File: config.mk
export PLATFORM = sky130hd
export DESIGN_NAME = axi_lite_write_responder
export DESIGN_NICKNAME = d
export VERILOG_FILES = /design/src/rtl/axi_lite_pkg.sv /design/src/rtl/axi_lite_wr_addr_decode.sv /design/src/rtl/axi_lite_write_responder.sv
export SDC_FILE = /design/constraint.sdc
export NUM_CORES = 1
export LEC_CHECK = 0
export BUFFER_PORTS_ARGS = -buffer_cell sky130_fd_sc_hd__buf_4
export CAP_MARGIN = 40
export CORE_MARGIN = 5
export CORE_UTILIZATION = 35
export DETAILED_ROUTE_END_ITERATION = 12
export GPL_TIMING_DRIVEN = 0
export HOLD_SLACK_MARGIN = 0.08
export PLACE_DENSITY = 0.6
export SLEW_MARGIN = 0
export SYNTH_ARGS = -nofsm -noshare
export SYNTH_HDL_FRONTEND = slang
export SYNTH_HIERARCHICAL = 1
export SYNTH_SLANG_ARGS = --single-unit
File: constraint.sdc
create_clock -name ACLK -period 2.4 [get_ports ACLK]
set_clock_uncertainty 0.15 [all_clocks]
set_input_delay 0.12 -clock ACLK [delete_from_list [all_inputs] [get_ports ACLK]]
set_output_delay 0.12 -clock ACLK [all_outputs]
set_load 0.01 [all_outputs]
File: src/rtl/axi_lite_pkg.sv
// Shared AXI4-Lite definitions: response codes and write-responder state encoding.
package axi_lite_pkg;

  localparam logic [1:0] RESP_OKAY   = 2'b00;
  localparam logic [1:0] RESP_EXOKAY = 2'b01;
  localparam logic [1:0] RESP_SLVERR = 2'b10;
  localparam logic [1:0] RESP_DECERR = 2'b11;

  typedef enum logic [1:0] {
    WR_IDLE    = 2'b00,
    WR_HAVE_AW = 2'b01,
    WR_HAVE_W  = 2'b10,
    WR_RESP    = 2'b11
  } wr_state_e;

endpackage

File: src/rtl/axi_lite_wr_addr_decode.sv
// Byte address to register word index decode with range check; shared with the read side.
module axi_lite_wr_addr_decode #(
  parameter int ADDR_WIDTH = 8,
  parameter int NUM_REGS   = 16,
  parameter int IDX_W      = $clog2(NUM_REGS)
) (
  input  logic [ADDR_WIDTH-1:0] addr,
  output logic [IDX_W-1:0]      idx,
  output logic                  in_range
);

  logic [31:0] word_s;
  logic        unused_s;

  // Bits [1:0] select a byte within the word and play no part in decode.
  assign word_s   = 32'(addr[ADDR_WIDTH-1:2]);
  assign idx      = word_s[IDX_W-1:0];
  assign in_range = (word_s < 32'(NUM_REGS));
  assign unused_s = ^{addr[1:0], word_s[31:IDX_W]};

endmodule

File: src/rtl/axi_lite_write_responder.sv
// AXI4-Lite slave write responder: independent AW/W capture, one strobed register write
// per transaction, and B channel generation. Single outstanding transaction.
module axi_lite_write_responder
  import axi_lite_pkg::*;
#(
  parameter int ADDR_WIDTH = 8,
  parameter int DATA_WIDTH = 32,
  parameter int NUM_REGS   = 16
) (
  input  logic                        ACLK,
  input  logic                        ARESET,
  input  logic [ADDR_WIDTH-1:0]       AWADDR,
  input  logic                        AWVALID,
  output logic                        AWREADY,
  input  logic [DATA_WIDTH-1:0]       WDATA,
  input  logic [DATA_WIDTH/8-1:0]     WSTRB,
  input  logic                        WVALID,
  output logic                        WREADY,
  output logic [1:0]                  BRESP,
  output logic                        BVALID,
  input  logic                        BREADY,
  output logic                        reg_wr_en,
  output logic [$clog2(NUM_REGS)-1:0] reg_wr_idx,
  output logic [DATA_WIDTH-1:0]       reg_wr_data,
  output logic [DATA_WIDTH/8-1:0]     reg_wr_strb
);

  localparam int IDX_W  = $clog2(NUM_REGS);
  localparam int STRB_W = DATA_WIDTH / 8;

  wr_state_e             state_r;
  logic [ADDR_WIDTH-1:0] addr_r;
  logic [DATA_WIDTH-1:0] data_r;
  logic [STRB_W-1:0]     strb_r;

  logic                  aw_hs_s;
  logic                  w_hs_s;
  logic                  complete_s;
  logic [ADDR_WIDTH-1:0] addr_s;
  logic [DATA_WIDTH-1:0] data_s;
  logic [STRB_W-1:0]     strb_s;
  logic [IDX_W-1:0]      idx_s;
  logic                  in_range_s;

  assign aw_hs_s = AWVALID & AWREADY;
  assign w_hs_s  = WVALID & WREADY;

  // Whichever channel arrives last supplies its value live; the earlier one comes from the hold register.
  assign addr_s = (state_r == WR_HAVE_AW) ? addr_r : AWADDR;
  assign data_s = (state_r == WR_HAVE_W)  ? data_r : WDATA;
  assign strb_s = (state_r == WR_HAVE_W)  ? strb_r : WSTRB;

  assign complete_s = ((state_r == WR_IDLE)    & aw_hs_s & w_hs_s) |
                      ((state_r == WR_HAVE_AW) & w_hs_s) |
                      ((state_r == WR_HAVE_W)  & aw_hs_s);

  axi_lite_wr_addr_decode #(
    .ADDR_WIDTH (ADDR_WIDTH),
    .NUM_REGS   (NUM_REGS),
    .IDX_W      (IDX_W)
  ) u_decode (
    .addr     (addr_s),
    .idx      (idx_s),
    .in_range (in_range_s)
  );

  // Transaction FSM with all channel and register-port outputs registered.
  always_ff @(posedge ACLK or posedge ARESET) begin
    if (ARESET) begin
      state_r     <= WR_IDLE;
      addr_r      <= '0;
      data_r      <= '0;
      strb_r      <= '0;
      AWREADY     <= 1'b0;
      WREADY      <= 1'b0;
      BVALID      <= 1'b0;
      BRESP       <= RESP_OKAY;
      reg_wr_en   <= 1'b0;
      reg_wr_idx  <= '0;
      reg_wr_data <= '0;
      reg_wr_strb <= '0;
    end else begin
      reg_wr_en <= 1'b0;
      if (complete_s) begin
        state_r   <= WR_RESP;
        AWREADY   <= 1'b0;
        WREADY    <= 1'b0;
        BVALID    <= 1'b1;
        BRESP     <= in_range_s ? RESP_OKAY : RESP_SLVERR;
        reg_wr_en <= in_range_s;
        if (in_range_s) begin
          reg_wr_idx  <= idx_s;
          reg_wr_data <= data_s;
          reg_wr_strb <= strb_s;
        end else begin
          reg_wr_idx  <= reg_wr_idx;
        end
      end else begin
        case (state_r)
          WR_IDLE: begin
            if (aw_hs_s) begin
              addr_r  <= AWADDR;
              state_r <= WR_HAVE_AW;
              AWREADY <= 1'b0;
              WREADY  <= 1'b1;
            end else if (w_hs_s) begin
              data_r  <= WDATA;
              strb_r  <= WSTRB;
              state_r <= WR_HAVE_W;
              AWREADY <= 1'b1;
              WREADY  <= 1'b0;
            end else begin
              AWREADY <= 1'b1;
              WREADY  <= 1'b1;
            end
          end
          WR_HAVE_AW: begin
            AWREADY <= 1'b0;
            WREADY  <= 1'b1;
          end
          WR_HAVE_W: begin
            AWREADY <= 1'b1;
            WREADY  <= 1'b0;
          end
          WR_RESP: begin
            if (BREADY) begin
              state_r <= WR_IDLE;
              BVALID  <= 1'b0;
              BRESP   <= RESP_OKAY;
              AWREADY <= 1'b1;
              WREADY  <= 1'b1;
            end else begin
              BVALID  <= 1'b1;
            end
          end
          default: begin
            state_r <= WR_IDLE;
            AWREADY <= 1'b0;
            WREADY  <= 1'b0;
            BVALID  <= 1'b0;
            BRESP   <= RESP_OKAY;
          end
        endcase
      end
    end
  end

endmodule

# ---- After elaboration in Yosys (flattened, before gate mapping)
# Index checks and enable logic that the tools add are counted.
dict set report totals {
  regBits 92
  input_bits 49
  elab_cells 60
}
dict set report op_classes {
  n_lt_le_gt_ge 1
  eq_ne 5
  mux 23
  n_bitwise 10
  reduce_logical 9
}
# operator count
set ops {}
lappend ops {{$mux 32} 1}
lappend ops {{$mux 2} 7}
lappend ops {{$mux 1} 10}
lappend ops {{$mux 8} 1}
lappend ops {{$pmux 1 s4} 2}
lappend ops {{$and 1x1->1} 6}
lappend ops {{$lt 6x5->1 const B} 1}
lappend ops {{$reduce_and 3->1} 2}
lappend ops {{$eq 2x2->1 const B} 2}
lappend ops {{$mux 4} 1}
lappend ops {{$ne 4x4->1 const B} 1}
lappend ops {{$pmux 2 s2} 1}
lappend ops {{$reduce_and 2->1} 2}
lappend ops {{$reduce_and 4->1} 1}
lappend ops {{$reduce_bool 2->1} 2}
lappend ops {{$ne 3x3->1 const B} 1}
lappend ops {{$reduce_bool 3->1} 1}
lappend ops {{$eq 2x1->1 const B} 1}
lappend ops {{$logic_not 2->1} 1}
lappend ops {{$not 1->1} 2}
lappend ops {{$or 1x1->1} 2}

# ---- Logic depth before layout (Yosys ltp)
# Gate-level depths: netlist of the first run.
dict set report depth {
  ltp_word 7
  mapped_depth 7
  mapped_depth_nobuf 5
}

# ---- By module
# The synthesis of the first run kept the hierarchy.
# mod n_inst cells_each area_per_inst_um2 seq_area_each_um2
set by_module_without_submodules {}
lappend by_module_without_submodules {axi_lite_write_responder 1 259 3981.3 2277.2}
lappend by_module_without_submodules {axi_lite_wr_addr_decode 1 5 33.8 0.0}

# ---- Least setup slack after synthesis of the first run
# OpenSTA, ideal clock, no wires.
dict set report synth_path {
  path_kind {flip-flop to flip-flop}
  startpoint {register state_r[1]}
  endpoint {register reg_wr_data[1]}
  setup_ps 125
  t_arrival_ps 2266
  t_required_ps 2125
  path_slack_ps -140
  stages_incl_launch_ff 8
  cell_sequence {dfrtp_1 > and2b_1 > clkbuf_1 > mux2_2 > nor2_1 > nor4b_4 > buf_6 > mux2_2}
}
dict set report synth_via {
  elab_cells_between_ends 13
  classes_between {order compare (1); eq/ne (2); mux (2); bitwise (6); reduce/logical (2)}
}
# item line
set synth_lines {}
lappend synth_lines {{start, declared} axi_lite_write_responder.sv:31} ;# wr_state_e state_r;
lappend synth_lines {{start signal, assigned} axi_lite_write_responder.sv:70} ;# state_r <= WR_IDLE;
lappend synth_lines {{start signal, assigned} axi_lite_write_responder.sv:85} ;# state_r <= WR_RESP;
lappend synth_lines {{start signal, assigned} axi_lite_write_responder.sv:103} ;# state_r <= WR_HAVE_AW;
lappend synth_lines {{$eq 2x1->1} axi_lite_write_responder.sv:49} ;# assign addr_s = (state_r == WR_HAVE_AW) ? addr_r : AWADDR;
lappend synth_lines {{$mux 8} axi_lite_write_responder.sv:49}
lappend synth_lines {{named net addr_s[6]} axi_lite_write_responder.sv:39} ;# logic [ADDR_WIDTH-1:0] addr_s;
lappend synth_lines {{$lt 6x5->1} axi_lite_wr_addr_decode.sv:18} ;# assign in_range = (word_s < 32'(NUM_REGS));
lappend synth_lines {{named net in_range_s} axi_lite_write_responder.sv:43} ;# logic in_range_s;
lappend synth_lines {{$reduce_and 2->1 (no source line)} n/a}
lappend synth_lines {{end signal, assigned} axi_lite_write_responder.sv:93} ;# reg_wr_data <= data_s;
lappend synth_lines {{end, declared} axi_lite_write_responder.sv:24} ;# output logic [DATA_WIDTH-1:0] reg_wr_data,
# The timed path passes the listed nets, and every way through them passes these cells.
# A chain may end at the register's enable or synchronous reset.

# ---- Worst setup path in the final report of the first run
dict set report layout_path {
  startpoint {register state_r[1]}
  endpoint {register reg_wr_data[18]}
}
# Same word-level chain as after synthesis.

==> tab_implementation.tex, run 1 <==
\begin{tabular}{lr}
\hline
Metric & Value \\
\hline
\multicolumn{2}{l}{\textbf{Outcome}} \\
Run status & finished clean \\
\multicolumn{2}{l}{\textbf{Critical path}} \\
Worst Path Arrival & 2.43 ns \\
Highest-delay cell along the critical path & dfrtp\_2 \\
CP cell instances & and2b\_1, clkbuf\_8, mux2\_4, nor2\_4, nor4b\_4, buf\_6, buf\_8, mux2\_2 \\
Kind of start point of the critical path & flip-flop \\
Gate family responsible for the most delay along the worst path & multiplexers \\
Buf/Inv on CP & 3 \\
Required time of the worst setup path & 2.49 ns \\
Kind of critical path & reg -> reg \\
Kind of capture point of the worst setup path & flip-flop \\
Path length in cells of the critical path & 8 \\
Critical Path Max Stage Delay & 0.41 ns \\
Worst-path fanout max & 10 \\
R2R cell count & 8 \\
\multicolumn{2}{l}{\textbf{Floorplan}} \\
Core Area & 10,900 sq um \\
Std-Cell Rows & 38 \\
Io pins & 95 \\
Die height & 116 um \\
Initial Util & 0.360 \\
X dimension of the die & 116 um \\
Die Footprint & 13,400 sq um \\
\multicolumn{2}{l}{\textbf{STA}} \\
Setup repair after global routing missed its margin & yes \\
Hold slack & 0.252 ns \\
Achievable Freq & 0.427 GHz \\
Relative slew margins & 0.582 \\
Minimum clock period after layout & 2.34 ns \\
Slew at the pin closest to its max-slew limit & 0.625 ns \\
Hold violation total from the final report & 0 \\
Final number of max-transition violations & 0 \\
Final clock period utilization by the worst path & 0.975 \\
Final setup violation count & 0 \\
\multicolumn{2}{l}{\textbf{Clock tree}} \\
Clock root buffer & clkbuf\_8 \\
Clock buffers created by TritonCTS & 9 \\
Reg clk slew, reported paths & 0.09 ns \\
TritonCTS clock tree & yes \\
H-tree lvl count & 3 \\
Sink count of the clock tree & 89 \\
Clock latency on the worst-skew pair & 0.35 ns \\
Number of buffers between clock root and the deepest sink & 2 \\
\multicolumn{2}{l}{\textbf{Detailed routing}} \\
First-pass detailed-route iteration total & 4 \\
Total length of routed wires & 8.57 mm \\
Antenna Nets Post-Route & 0 \\
Routed via count & 2,620 \\
Via-to-Cell Ratio & 4.67 \\
Total DRC errors in the routed layout & 0 \\
Wire length per cell & 15.3 um \\
First-iteration detailed-routing DRC count & 46 \\
\multicolumn{2}{l}{\textbf{Synth}} \\
Synth Net Count & 307 \\
Number of warnings issued by yosys & 6 \\
Gate count of the mapped netlist & 258 \\
Netlist Area Pre-Place & 3920 sq um \\
Synthesized area per cell & 15.2 sq um \\
\multicolumn{2}{l}{\textbf{Power}} \\
Peak supply drop & 0.499 mV \\
LEAKAGE & 2.63 nW \\
Switching power share of the total & 0.297 \\
Combinational group share of total power & 0.447 \\
Power density of the placed cells & 1230 nW/um\^{}2 \\
Relative contribution of sequential cells to total power & 0.373 \\
Clk network pwr share & 0.180 \\
PnR Total Power & 0.00704 W \\
Psw & 0.00209 W \\
Cell internal pwr & 0.00495 W \\
\multicolumn{2}{l}{\textbf{Run}} \\
Max-cap violation count & 0 \\
\multicolumn{2}{l}{\textbf{Final layout}} \\
Number of diodes & 0 \\
Finished layout cell area & 5720 sq um \\
Net count reported at finish & 465 \\
Ratio of cells with drive above 1 in the final layout & 0.622 \\
Non-filler cells, final & 561 \\
Area delta synth->final & 45.9\% \\
\# fillers & 934 \\
Core Util, Final & 0.525 \\
\multicolumn{2}{l}{\textbf{Placed design}} \\
HPWL after detailed placement & 5.76 mm \\
Placed insts & 491 \\
Final weighted congestion of routability-driven global placement & 0.680 \\
Instance area after placement & 4820 sq um \\
Number of buffers added on ports & 91 \\
\multicolumn{2}{l}{\textbf{Global routing}} \\
Maximum number of pins on one net before global-route repair & 36 \\
Number of antenna violations at the first check in global routing & 0 \\
GRT Total Usage & 0.136 \\
Total congestion overflow after global routing & 0 \\
Global-route wire length before repair & 14.2 mm \\
Number of global-route vias before repair & 2,857 \\
\multicolumn{2}{l}{\textbf{Hold path}} \\
Class of the tightest hold or removal check & in -> async \\
\hline
\end{tabular}
## placed cells by master, fill, tap and decap left out, drive strengths merged, types with 2 or more instances in the layout
master         n
dfrtp         89
buf          118
nor2           5
clkinvlp       2
bufinv         3
clkbuf        11
clkinv         2
mux2         124
a21oi          6
nand2          2
o21ai          2
nand4          2
dlygate4sd3   46
## layout make-up
cell class,instances,area (sq um),area share
Multi-Input combinational cell,150,1630,0.285
Buffer,18,156,0.0273
Sequential cell,89,2230,0.390
Clock inverter,6,115,0.0201
Timing Repair Buffer,147,1270,0.222
Clock buffer,10,138,0.0241
Tap cell,140,175,0.0306
Inverter,1,7.51,0.00131
## power by group through the flow
stage               registers [W]  clock network, W  logic (W)
floorplan                 0.00277                 0    0.00163
global placement          0.00264                 0    0.00274
detailed placement        0.00267                 0    0.00280
CTS                       0.00263           0.00131    0.00306
global route              0.00274           0.00137    0.00343
finish                    0.00263           0.00127    0.00315
## registers in the layout, indices dropped and copies added (netlist names)
| register | cells |
|---|---|
| WREADY | 1 |
| BRESP | 1 |
| reg_wr_idx | 4 |
| strb_r | 4 |
| state_r | 2 |
| BVALID | 1 |
| AWREADY | 1 |
| addr_r | 6 |
| reg_wr_en | 1 |
| reg_wr_strb | 4 |
| reg_wr_data | 32 |
| data_r | 32 |
## what timing repair did
| action | CTS | global route |
|---|---|---|
| buffers inserted | 5 | 2 |
| endpoints found under the hold margin | 112 | 0 |
| gates resized for setup | 15 | 14 |
| gates cloned | 1 | 0 |
| hold buffers | 46 | 0 |
| endpoints found under the setup margin | 41 | 34 |
## metrics by stage
step / TNS, ns / setup WS [ns]
floorplan: 0 / 0.00589
global placement: -14.63 / -0.376
detailed placement: -15.12 / -0.396
CTS: 0 / 0.0432
global route: -0.596 / -0.0366
finish: 0 / 0.0602
## layer usage
metal / up-vias / track usage / part of all wire
met5: - / 0 / 0
met1: 1316 / 0.173 / 0.45
met3: 11 / 0.0334 / 0.056
li1: 1233 / - / -
met4: 0 / 0.0580 / 0.014
met2: 60 / 0.222 / 0.48
## path summary, 6_finish.rpt
| kind | to | from | slack [ns] |
|---|---|---|---|
| worst max register to register | reg_wr_data[18] | state_r[1] | 0.06 |
| worst max-delay path | reg_wr_data[18] | state_r[1] | 0.06 |
| worst min-delay path | reg_wr_strb[2] | ARESET | 0.25 |
| max in group asynchronous | reg_wr_idx[0] | ARESET | 1.27 |
| min in group ACLK | reg_wr_data[31] | reg_wr_data[31] | 0.35 |
| worst min register to register | reg_wr_data[31] | reg_wr_data[31] | 0.35 |
## worst reg2reg max path, stage by stage (launching register included)
cell and delay, ns:
dfrtp_2 0.41, and2b_1 0.20, clkbuf_8 0.14, mux2_4 0.31
nor2_4 0.12, nor4b_4 0.21, buf_6 0.21, buf_8 0.16
mux2_2 0.34
No activity file was read; power rests on OpenSTA's default activity.
==> run 2, diff against run 1 <==
--- a/config.mk
+++ b/config.mk
@@ -5,7 +5,7 @@
 export SDC_FILE = /design/constraint.sdc
 export NUM_CORES = 1
 export LEC_CHECK = 0
-export BUFFER_PORTS_ARGS = -buffer_cell sky130_fd_sc_hd__buf_4
+export BUFFER_PORTS_ARGS = -buffer_cell sky130_fd_sc_hd__buf_2
 export CAP_MARGIN = 40
 export CORE_MARGIN = 5
 export CORE_UTILIZATION = 35
==> tab_implementation.tex, run 2 (synthesis results as in run 1) <==
\begin{tabular}{lr}
\hline
Metric & Value \\
\hline
\multicolumn{2}{l}{\textbf{Outcome}} \\
Run status & finished clean \\
\multicolumn{2}{l}{\textbf{Final layout}} \\
Number of diodes & 0 (unchanged) \\
Area delta synth->final & 39.6\% \\
\# fillers & 954 (+2.1\%) \\
Ratio of cells with drive above 1 in the final layout & 0.618 (-0.00440) \\
Leading cell types in the layout, fill and taps excluded & 110 x mux2\_2, 99 x buf\_2, 87 x dfrtp\_1 \\
Core Util, Final & 0.503 (-0.0226) \\
Net count reported at finish & 469 (+0.86\%) \\
Largest regs & data\_r x32, reg\_wr\_data x32, addr\_r x6 \\
Finished layout cell area & 5470 sq um (-4.3\%) \\
Most common library cell in the layout ignoring fill and taps & mux2\_2 \\
\multicolumn{2}{l}{\textbf{Detailed routing}} \\
First-pass detailed-route iteration total & 4 (unchanged) \\
Wire length per cell & 15.2 um (-0.71\%) \\
Total length of routed met3 wires & 575 um (+21\%) \\
First-iteration detailed-routing DRC count & 73 (+59\%) \\
Total DRC errors in the routed layout & 0 (unchanged) \\
Antenna Nets Post-Route & 0 (unchanged) \\
Via-to-Cell Ratio & 4.67 (about the same) \\
Met2 WL & 4.05 mm (-1.5\%) \\
Total length of routed wires & 8.55 mm (-0.18\%) \\
Uppermost routed layer & met4 \\
Routed via count & 2,636 (+0.61\%) \\
Metal-1 WL & 3.81 mm (-1.3\%) \\
\multicolumn{2}{l}{\textbf{Placed design}} \\
Number of buffers added on ports & 91 (unchanged) \\
Instance area after placement & 4600 sq um (-4.7\%) \\
HPWL after detailed placement & 5.66 mm (-1.7\%) \\
Final weighted congestion of routability-driven global placement & 0.714 (+5.1\%) \\
\multicolumn{2}{l}{\textbf{Floorplan}} \\
Std-Cell Rows & 38 (unchanged) \\
Initial Util & 0.360 (unchanged) \\
Core Area & 10,900 sq um (unchanged) \\
Die height & 116 um (unchanged) \\
Io pins & 95 (unchanged) \\
X dimension of the die & 116 um (unchanged) \\
Die Footprint & 13,400 sq um (unchanged) \\
\multicolumn{2}{l}{\textbf{STA}} \\
Relative slew margins & 0.662 (+0.0794) \\
Achievable Freq & 0.425 GHz (-0.45\%) \\
Final number of max-transition violations & 0 (unchanged) \\
Final setup violation count & 0 (unchanged) \\
Hold slack & 0.202 ns (-0.0501 ns) \\
Final clock period utilization by the worst path & 0.979 (+0.00443) \\
Setup repair after global routing missed its margin & yes \\
Slew at the pin closest to its max-slew limit & 0.508 ns (-0.118 ns) \\
Minimum clock period after layout & 2.35 ns (+0.0106 ns) \\
Hold violation total from the final report & 0 (unchanged) \\
\multicolumn{2}{l}{\textbf{Clock tree}} \\
Sink count of the clock tree & 89 (unchanged) \\
Reg clk slew, reported paths & 0.09 ns (about the same) \\
Clock latency on the worst-skew pair & 0.35 ns (about the same) \\
Clock root buffer & clkbuf\_8 \\
Clock buffers created by TritonCTS & 9 (unchanged) \\
H-tree lvl count & 3 (unchanged) \\
TritonCTS clock tree & yes \\
Number of buffers between clock root and the deepest sink & 2 (unchanged) \\
\multicolumn{2}{l}{\textbf{Critical path}} \\
Worst-path fanout max & 10 (unchanged) \\
Kind of critical path & reg -> reg \\
Kind of capture point of the worst setup path & flip-flop \\
Kind of start point of the critical path & flip-flop \\
Buf/Inv on CP & 3 (unchanged) \\
Required time of the worst setup path & 2.48 ns (about the same) \\
Critical Path Max Stage Delay & 0.41 ns (about the same) \\
Gate family responsible for the most delay along the worst path & multiplexers \\
CP cell instances & and2b\_1, buf\_8, mux2\_4, nor2\_4, nor4b\_4, buf\_6, buf\_12, mux2\_2 \\
Highest-delay cell along the critical path & dfrtp\_2 \\
Worst Path Arrival & 2.43 ns (about the same) \\
\multicolumn{2}{l}{\textbf{Run}} \\
Max-cap violation count & 0 (unchanged) \\
\multicolumn{2}{l}{\textbf{Global routing}} \\
Total congestion overflow after global routing & 0 (unchanged) \\
Global-route wire length before repair & 14.1 mm (-0.73\%) \\
Number of antenna violations at the first check in global routing & 0 (unchanged) \\
GRT Total Usage & 0.135 (-0.000880) \\
Maximum number of pins on one net before global-route repair & 38 (+5.6\%) \\
Number of global-route vias before repair & 2,779 (-2.7\%) \\
\multicolumn{2}{l}{\textbf{Power}} \\
PnR Total Power & 0.00660 W (-6.2\%) \\
LEAKAGE & 2.54 nW (-3.2\%) \\
Power density of the placed cells & 1210 nW/um\^{}2 (-2.0\%) \\
Peak supply drop & 0.519 mV (+4.0\%) \\
\multicolumn{2}{l}{\textbf{Hold path}} \\
Class of the tightest hold or removal check & in -> async \\
\hline
\end{tabular}
[run 2: cell types whose count changed in the layout (fill, tap and decap cells not counted), sizes merged]
| cell | change |
|---|---|
| bufinv | -2 |
| clkinvlp | -1 |
| buf | +3 |
| dlygate4sd3 | +1 |
| clkbuf | +2 |
[run 2: path summary, 6_finish.rpt]
kind	start	cells past startpoint	endpoint	slack (ns)
max	state_r[1]	8	reg_wr_data[2]	0.05
min	ARESET	3	reg_wr_data[1]	0.20
max reg2reg	state_r[1]	8	reg_wr_data[2]	0.05
min reg2reg	reg_wr_data[31]	1	reg_wr_data[31]	0.34
max in group asynchronous	ARESET	4	state_r[0]	1.36
min in group ACLK	reg_wr_data[31]	1	reg_wr_data[31]	0.34
[run 2: final cells by class]
| type | instances | area, sq um | share of cell area |
|---|---|---|---|
| buffer | 18 | 168 | 0.0306 |
| clock buffer | 12 | 155 | 0.0283 |
| clock inverter | 3 | 40.0 | 0.00732 |
| inverter | 1 | 7.51 | 0.00137 |
| multi-input combinational | 150 | 1610 | 0.294 |
| sequential | 89 | 2230 | 0.407 |
| tap | 140 | 175 | 0.0320 |
| timing repair buffer | 151 | 1090 | 0.199 |
[run 2: worst min-delay path: stages]
cell           delay (ns)
dlygate4sd3_1        0.55
buf_2                0.14
clkinvlp_4           0.29
[run 2: metrics by stage]
stage	instances	TNS, ns	setup WS (ns)
after global routing	564	-0.136	-0.0168
after global placement	489	-15.26	-0.394
after detailed placement	491	-15.62	-0.409
after floorplan	258	0	0.00589
final	564	0	0.0495
after CTS	558	0	0.00331
[run 2: routing by layer]
layer | vias up | global-route usage
li1 | 1241 | -
met1 | 1322 | 0.174
met2 | 64 | 0.218
met3 | 9 | 0.0371
met4 | 0 | 0.0510
met5 | - | 0
[run 2: report_power, final]
part / total [W] / switching, W / internal, W / leakage [nW]
Clock: 0.00105 / 0.000517 / 0.000531 / 0.102
Sequential: 0.00259 / 0.000343 / 0.00225 / 1.07
Combinational: 0.00296 / 0.00118 / 0.00178 / 1.37
Total: 0.00660 / 0.00204 / 0.00456 / 2.54
[run 2: what timing repair did]
| action | CTS | global route |
|---|---|---|
| gates cloned | 1 | 1 |
| hold buffers | 47 | 0 |
| setup buffers | 4 | 5 |
| endpoints found under the hold margin | 176 | 0 |
| gates resized for setup | 14 | 12 |
| endpoints found under the setup margin | 41 | 40 |
